### src/rtl/sprite_cmd_pkg.sv
// Shared definitions for the sprite command encoder: action/type codes,
// command word bit positions, the packed sprite descriptor, FSM states
// and the word-building helpers.
package sprite_cmd_pkg;

  localparam logic [3:0] ACT_UPDATE = 4'b0001;
  localparam logic [3:0] ACT_SWAP   = 4'b1111;

  localparam logic [2:0] T_VISPAT = 3'b001;
  localparam logic [2:0] T_X      = 3'b010;
  localparam logic [2:0] T_Y      = 3'b011;
  localparam logic [2:0] T_ATTR   = 3'b100;

  // Command word layout: [31:26] component, [25:21] zero, [20:17] action,
  // [16:14] action type, [13] buffer toggle, [12:0] action data.
  localparam int CMP_LSB = 26;
  localparam int ACT_LSB = 17;
  localparam int TYP_LSB = 14;
  localparam int TOG_BIT = 13;

  typedef struct packed {
    logic [5:0] component;
    logic       visible;
    logic       flip;
    logic [4:0] pattern;
    logic [9:0] x;
    logic [9:0] y;
    logic [9:0] attr;
  } desc_t;

  localparam int DESC_W = $bits(desc_t);

  typedef enum logic [2:0] {
    S_IDLE,
    S_VISPAT,
    S_XPOS,
    S_YPOS,
    S_ATTR,
    S_SWAP
  } state_t;

  // Build one per-field update word for descriptor d.
  function automatic logic [31:0] update_word(input desc_t d, input logic [2:0] typ,
                                              input logic tog);
    logic [12:0] data;
    logic [31:0] w;
    data = '0;
    case (typ)
      T_VISPAT: begin
        data[12]  = d.visible;
        data[11]  = d.flip;
        data[4:0] = d.pattern;
      end
      T_X:     data[9:0] = d.x;
      T_Y:     data[9:0] = d.y;
      T_ATTR:  data[9:0] = d.attr;
      default: data = '0;
    endcase
    w = '0;
    w[CMP_LSB +: 6] = d.component;
    w[ACT_LSB +: 4] = ACT_UPDATE;
    w[TYP_LSB +: 3] = typ;
    w[TOG_BIT]      = tog;
    w[12:0]         = data;
    return w;
  endfunction

  // Buffer-swap word: component, type and data are all zero.
  function automatic logic [31:0] swap_word(input logic tog);
    logic [31:0] w;
    w = '0;
    w[ACT_LSB +: 4] = ACT_SWAP;
    w[TOG_BIT]      = tog;
    return w;
  endfunction

endpackage

### src/rtl/sprite_desc_fifo.sv
// Synchronous descriptor FIFO with full/empty flags; reset flushes it.
// Caller guarantees no push when full and no pop when empty.
module sprite_desc_fifo #(
  parameter int WIDTH = 43,
  parameter int DEPTH = 4
) (
  input  logic             clk,
  input  logic             reset,
  input  logic             push,
  input  logic [WIDTH-1:0] wr_data,
  input  logic             pop,
  output logic [WIDTH-1:0] rd_data,
  output logic             full,
  output logic             empty
);

  localparam int AW = (DEPTH > 1) ? $clog2(DEPTH) : 1;

  logic [WIDTH-1:0] mem [DEPTH];
  logic [AW-1:0]    wr_ptr;
  logic [AW-1:0]    rd_ptr;
  logic [AW:0]      count;

  // Pointer and occupancy tracking; pointers wrap naturally (power-of-two depth).
  always_ff @(posedge clk) begin
    if (reset) begin
      wr_ptr <= '0;
      rd_ptr <= '0;
      count  <= '0;
    end else begin
      if (push) wr_ptr <= wr_ptr + 1'b1;
      if (pop)  rd_ptr <= rd_ptr + 1'b1;
      case ({push, pop})
        2'b10:   count <= count + 1'b1;
        2'b01:   count <= count - 1'b1;
        default: count <= count;
      endcase
    end
  end

  // Storage array; contents are don't-care until written.
  always_ff @(posedge clk) begin
    if (push) mem[wr_ptr] <= wr_data;
  end

  assign rd_data = mem[rd_ptr];
  assign full    = (count == (AW+1)'(DEPTH));
  assign empty   = (count == '0);

endmodule

### src/rtl/sprite_cmd_encoder.sv
// Sprite command encoder: buffers sprite descriptors, serialises each into
// its per-field update words for the back buffer, and emits the buffer-swap
// word once a requested frame has fully drained.
// Optional feature macro: SPRITE_CMD_ATTR_EN (adds the attribute word,
// 4 words per sprite instead of 3).
module sprite_cmd_encoder
  import sprite_cmd_pkg::*;
#(
  parameter int   FIFO_DEPTH = 4,
  parameter logic RESET_BACK = 1'b1
) (
  input  logic        clk,
  input  logic        reset,
  input  logic        in_valid,
  output logic        in_ready,
  input  logic [5:0]  in_component,
  input  logic        in_visible,
  input  logic        in_flip,
  input  logic [4:0]  in_pattern,
  input  logic [9:0]  in_x,
  input  logic [9:0]  in_y,
  input  logic [9:0]  in_attr,
  input  logic        frame_done,
  output logic [31:0] writedata,
  output logic        write,
  input  logic        cmd_ready,
  output logic        back_buffer,
  output logic        busy
);

  desc_t  in_desc;
  desc_t  head;
  desc_t  hold_p0;
  state_t state;
  logic   swap_pending;
  logic   full;
  logic   empty;
  logic   push;
  logic   pop;

  assign in_desc = '{component: in_component, visible: in_visible, flip: in_flip,
                     pattern: in_pattern, x: in_x, y: in_y, attr: in_attr};

  assign in_ready = !full;
  assign push     = in_valid && !full;
  assign pop      = (state == S_IDLE) && !empty;
  assign busy     = (state != S_IDLE) || !empty || swap_pending;

  sprite_desc_fifo #(
    .WIDTH (DESC_W),
    .DEPTH (FIFO_DEPTH)
  ) u_fifo (
    .clk     (clk),
    .reset   (reset),
    .push    (push),
    .wr_data (in_desc),
    .pop     (pop),
    .rd_data (head),
    .full    (full),
    .empty   (empty)
  );

  // Hold register: the descriptor currently being serialised (data, no reset).
  always_ff @(posedge clk) begin
    if (pop) hold_p0 <= head;
  end

  // Word sequencer: registered write/writedata, swap tracking and back buffer.
  always_ff @(posedge clk) begin
    if (reset) begin
      state        <= S_IDLE;
      write        <= 1'b0;
      writedata    <= '0;
      back_buffer  <= RESET_BACK;
      swap_pending <= 1'b0;
    end else begin
      swap_pending <= swap_pending | frame_done;
      case (state)
        S_IDLE: begin
          // Queued sprites always drain before a pending swap.
          if (!empty) begin
            state     <= S_VISPAT;
            write     <= 1'b1;
            writedata <= update_word(head, T_VISPAT, back_buffer);
          end else if (swap_pending) begin
            state     <= S_SWAP;
            write     <= 1'b1;
            writedata <= swap_word(back_buffer);
          end
        end
        S_VISPAT: if (cmd_ready) begin
          state     <= S_XPOS;
          writedata <= update_word(hold_p0, T_X, back_buffer);
        end
        S_XPOS: if (cmd_ready) begin
          state     <= S_YPOS;
          writedata <= update_word(hold_p0, T_Y, back_buffer);
        end
        S_YPOS: if (cmd_ready) begin
`ifdef SPRITE_CMD_ATTR_EN
          state     <= S_ATTR;
          writedata <= update_word(hold_p0, T_ATTR, back_buffer);
`else
          state     <= S_IDLE;
          write     <= 1'b0;
          writedata <= '0;
`endif
        end
        S_ATTR: if (cmd_ready) begin
          state     <= S_IDLE;
          write     <= 1'b0;
          writedata <= '0;
        end
        S_SWAP: if (cmd_ready) begin
          // A frame_done arriving in the accept cycle re-arms the next swap.
          state        <= S_IDLE;
          write        <= 1'b0;
          writedata    <= '0;
          back_buffer  <= ~back_buffer;
          swap_pending <= frame_done;
        end
        default: begin
          state     <= S_IDLE;
          write     <= 1'b0;
          writedata <= '0;
        end
      endcase
    end
  end

endmodule

### config.mk
export PLATFORM = sky130hd
export DESIGN_NAME = sprite_cmd_encoder
export DESIGN_NICKNAME = d
export VERILOG_FILES = /design/src/rtl/sprite_cmd_pkg.sv /design/src/rtl/sprite_desc_fifo.sv /design/src/rtl/sprite_cmd_encoder.sv
export SDC_FILE = /design/constraint.sdc
export NUM_CORES = 1
export LEC_CHECK = 0
export BUFFER_PORTS_ARGS = -buffer_cell sky130_fd_sc_hd__clkbuf_2
export CAP_MARGIN = 25
export CORE_ASPECT_RATIO = 1.75
export CORE_MARGIN = 3
export CORE_UTILIZATION = 37
export DETAILED_ROUTE_END_ITERATION = 16
export HOLD_SLACK_MARGIN = 0.06
export PLACE_DENSITY_LB_ADDON = 0.15
export SLEW_MARGIN = 25
export SYNTH_ARGS = -nofsm -noshare
export SYNTH_HDL_FRONTEND = slang
export SYNTH_SLANG_ARGS = --single-unit
### constraint.sdc
create_clock -name clk -period 3.15 [get_ports clk]
set_input_delay 0.63 -clock clk [delete_from_list [all_inputs] [get_ports clk]]
set_output_delay 0.63 -clock clk [all_outputs]
set_load 0.05 [all_outputs]
# == Yosys cells after proc, flatten, opt, wreduce, memory -nomap -nowiden ==
# Memory sizes are Yosys's and may differ from the RTL's. A register that Yosys moved wholly into a read port is not among the register bits.
# Cells that the tools add are included.
# totals
ff_bits,71
latchBits,0
ram_bits,172
romBits,0
word_cells,69
memories,1
# memory_table
name,words,word_bits,rd,rd_clocked_by_memory_dff,write_ports,line,source
u_fifo.mem,4,43,1,1,1,sprite_desc_fifo.sv:19,logic [WIDTH-1:0] mem [DEPTH];
# classes
n_addsub,4
multipliers,0
div,0
magnitude_cmp,0
eq_ne,12
n_shift,0
n_mux,23
bitwise_logic,3
reduce_logical,15
# ops
operator,n
$mux W32,5
$pmux W32 S4,1
$mux W3,5
$pmux W3 S4,1
$eq A3 B3 Y1 const B,3
$mux W1,7
$eq A3 B2 Y1 const B,2
$logic_not A3 Y1,2
$pmux W3 S2,1
$add A2 B1 Y2 const B,2
$mux W2,2
$ne A2 B2 Y1 const B,2
$reduce_and A4 Y1,1
$add A3 B1 Y3 const B,1
$eq A3 B1 Y1 const B,1
$ne A3 B3 Y1 const B,1
$pmux W1 S3,1
$reduce_and A3 Y1,1
$reduce_bool A3 Y1,1
$reduce_or A3 Y1,1
$sub A3 B1 Y3 const B,1
$eq A2 B1 Y1 const B,1
$eq A2 B2 Y1 const B,1
$logic_and A1 B1 Y1,2
other kinds (8),11

# == Longest topological paths before layout ==
# depth
word_depth,5
depth_mapped,8
depth_no_buf,8

# == Hierarchy ==
# A second synthesis with hierarchy kept.
# unflattened
hier_cells,476
area_unflattened_um2,8997.4
# by_module_without_submodules
mod,instances,cells_per_inst,area_each_um2,seq_area_each_um2
sprite_desc_fifo,1,272,6693.9,5345.1
sprite_cmd_encoder,1,204,2303.5,1321.3

# == Worst setup path before layout ==
# Ideal clock, no wire load.
# synth_path
path_kind,register to register
start,register state[0]
end,register u_fifo.count[2]
arrival_ns,3.129
t_required_ns,3.079
setup_slack_ns,-0.051
stages_incl_launch_ff,9
n_path_buf,1
period_less_slack_ns,3.201
cell_sequence,dfxtp_1 buf_6 or3_4 nor2_1 ha_1 fa_1 xnor2_1 or3_1 a21oi_1
# synth_via
elab_chain_cells,4
elab_cells_between_ends,6
# synth_lines
element,line,source
from (decl),sprite_cmd_encoder.sv:34,state_t state;
from (signal assigned),sprite_cmd_encoder.sv:71,state <= S_IDLE;
from (signal assigned),sprite_cmd_encoder.sv:82,state <= S_VISPAT;
from (signal assigned),sprite_cmd_encoder.sv:86,state <= S_SWAP;
$logic_not A3 Y1 *,sprite_cmd_encoder.sv:46,assign pop = (state == S_IDLE) && !empty;
$logic_and A1 B1 Y1 *,sprite_cmd_encoder.sv:46,
named net pop,sprite_cmd_encoder.sv:39,logic pop;
$eq A2 B1 Y1 / $eq A2 B2 Y1 (equally long branches),sprite_desc_fifo.sv:33,"case ({push, pop})"
$pmux W3 S2 / $reduce_bool A2 Y1 (equally long branches),-,
to (signal assigned),sprite_desc_fifo.sv:34,2'b10: count <= count + 1'b1;
to (signal assigned),sprite_desc_fifo.sv:35,2'b01: count <= count - 1'b1;
to (signal assigned),sprite_desc_fifo.sv:36,default: count <= count;
to (decl),sprite_desc_fifo.sv:22,logic [AW:0] count;
# Mark *: on every way through the listed nets, which the timed path passes. The rest lies on a longest branch.
# A chain may end at the register's enable or synchronous reset.

==> results.cfg <==
[power]
p_total_mw = 7.829
pwr_density_cell_nw_per_um2 = 930.9
peakVddDrop_mv = 0.4418
p_leak_nw = 2.971

[worst_setup_path]
timing.critical_path.buf_inv = 2
crit_fanout = 17
endpoint_kind = output pin
path_cells = or3_4 -> nor3_4 -> inv_2 -> clkbuf_2
start_kind = flip-flop
cp_slowest_stage_delay_ns = 0.48
critical-path-top-delay-family = simple AND/OR/NAND/NOR gates
crit_path_top_delay_cell = dfxtp_1
arrival_ns = 1.88
crit_type = reg2out
critical_path_required_ns = 2.52

[final_layout]
nNetsFinal = 503
drive_above_1_share_pct = 32.68
diodes = 0
synthToLayoutAreaGrowth_pct = 15.62
fillCellCount = 1692
design_area_um2 = 8409

[synth]
synth_most_common_cell = edfxtp_1
synth_top_area_cell = edfxtp_1
synth_area_leaders = edfxtp_1 (65%), mux4_2 (10%), dfxtp_1 (9.9%)
synth_warnings = 0
synth_cells = 374
synth.avg_cell_area_um2 = 19.45
synth_top_area_share_pct = 65.23
yosysSeqAreaShare_pct = 75.14
synth.top_cells.by_count = edfxtp_1 (158), dfxtp_1 (36), mux4_2 (33)
ys_ff_latch = 194
synthArstFlopShare_pct = 0
ys_types = 42
syn_area_um2 = 7273
synth_edf_count = 158
ys.flop_type = edfxtp_1

[detailed_routing]
viasPerCell = 4.990
drc_errors = 0
via_count = 3508
drt-initial-drc-count = 173
final_antenna_net_count = 0
drt_wl_total_um = 13780
wl_per_cell_um = 19.60
first_pass_iters = 4

[sta]
fin_skew_ns = 0.01193
slew_headroom_pct = 45.81
setup_viol = 0
hold_violations = 0
fin_crit_ns = 2.508
max_clock_freq_mhz = 398.7
rsz0062_at_grt = false
final_max_slew_viol_count = 0
post-route-period-util_pct = 79.62
tightest_slew_ns = 0.8129
fin_tns_setup_ns = 0

[place]
placed_area_um2 = 7836
dp_hpwl_um = 8915
portBuffers = 66
place.gp.congestion = 0.7431

[grt]
grt_overflow_total = 0
grt_pass1_vias = 3712
antenna_found_initial = 0
grtUsageTotal_pct = 13.77
grt_pass1_wl_um = 21580
grt_max_degree = 34

[floorplan]
initial_utilization_pct = 37.89
rows = 67
die_w_um = 112.0
core_um2 = 19200
die_h_um = 191.5
pin_count = 84
die_area_um2 = 21440

[cts]
clk_path_buf_depth = 2
postCtsSetupRepairBufs = 0
cts_resized = 0
clock-sinks = 194
htree_levels = 4
postCtsHoldBufs = 0
clk_latency_ns = 0.43
cts_tree = yes
numCtsBuffers = 17
root_buffer = clkbuf_16
clk_pin_slew_worst_paths_ns = 0.07

[outcome]
status = finished, final reports clean

[job]
drv_cap = 0

[hold_path]
holdCritPathClass = in2reg
-- kinds of logic after synthesis --
kind of cell | Yosys count | share of synthesized area, %
compound gates | 51 | 5.780
xor+xnor | 7 | 0.8430
fa+ha+maj | 7 | 1.273
buf+inv | 33 | 2.804
flops | 194 | 75.14
mux | 34 | 10.36
other cells | 1 | 0.05156
simple gates | 47 | 3.750
-- worst reg2reg max path, stage by stage, from the launching register on --
cell and delay [ns]:
dfxtp_1 0.67, or3_4 0.27, nor2_2 0.05, ha_1 0.23, fa_1 0.44, xnor2_1 0.15, or3_1 0.30, a21oi_1 0.17
-- registers in the layout, indices dropped and copies added (netlist names), named ones only --
register and flops:
u_fifo.mem 132, hold_p0 26, writedata 22, u_fifo.count 3, state 2, u_fifo.rd_ptr 2, u_fifo.wr_ptr 2, back_buffer 1
swap_pending 1, write 1
-- layout make-up --
cell class                      count  area (um2)  share of cell area [%]
Multi-Input combinational cell    153        1629                   19.37
Clock buffer                       17       425.4                   5.059
Tap cell                          241       301.5                   3.586
Inverter                            5       18.77                  0.2232
Timing Repair Buffer               78       420.4                   4.999
Clock inverter                     15       147.6                   1.756
Sequential cell                   194        5466                   65.01
-- path summary, 6_finish.rpt --
| kind | start | end | slack (ns) | depth (start not counted) |
|---|---|---|---|---|
| setup / recovery | writedata[20]$_SDFFE_PP0P_ | busy | 0.64 | 4 |
| hold / removal | frame_done | swap_pending$_SDFF_PP0_ | 0.42 | 3 |
| setup reg to reg | writedata[20]$_SDFFE_PP0P_ | u_fifo.count[2]$_SDFFE_PP0P_ | 0.79 | 7 |
| hold reg to reg | writedata[30]$_SDFFE_PP0P_ | writedata[30]$_SDFFE_PP0P_ | 0.45 | 1 |
-- cell usage in the layout (no fill, tap or decap), drive strengths merged, types with 3 or more instances in the layout --
cell	synthesis	routed
or3	3	3
ha	5	5
mux4	33	33
nor2b	3	3
a221o	5	5
conb	1	7
nand2	6	6
xnor2	4	4
o21ai	3	3
xor2	3	3
edfxtp	158	158
inv	5	12
a21o	7	7
nor3	5	5
a21oi	6	6
nor2	12	12
buf	24	12
clkbuf	4	83
and3	5	5
clkinvlp	0	5
and2	7	7
dfxtp	36	36
a22o	25	25
-- per-layer routing --
metal | track usage, % | routed length [um]
met1 | 15.31 | 5409
met2 | 25.14 | 7660
met3 | 2.978 | 426
met4 | 6.062 | 281
met5 | 0 | 0
-- report_power, final --
part	leakage, nW	switching [mW]	total [mW]	internal (mW)
registers	1.75	0.268	3.68	3.41
logic	0.953	1.34	2.08	0.738
clock network	0.267	0.958	2.07	1.11
-- through the flow --
step           hold slack, ns  setup slack [ns]  std cells  util (%)
2_1_floorplan          0.4692            0.4476        380         -
3_3_place_gp           0.4381            0.8421        671     40.82
3_5_place_dp           0.4440            0.7609        671     40.82
4_1_cts                0.3992            0.6253        703     43.81
5_1_grt                0.4027            0.5275        703     43.81
6_report               0.4198            0.6421        703     43.81
No activity file was read; power rests on OpenSTA's default activity.
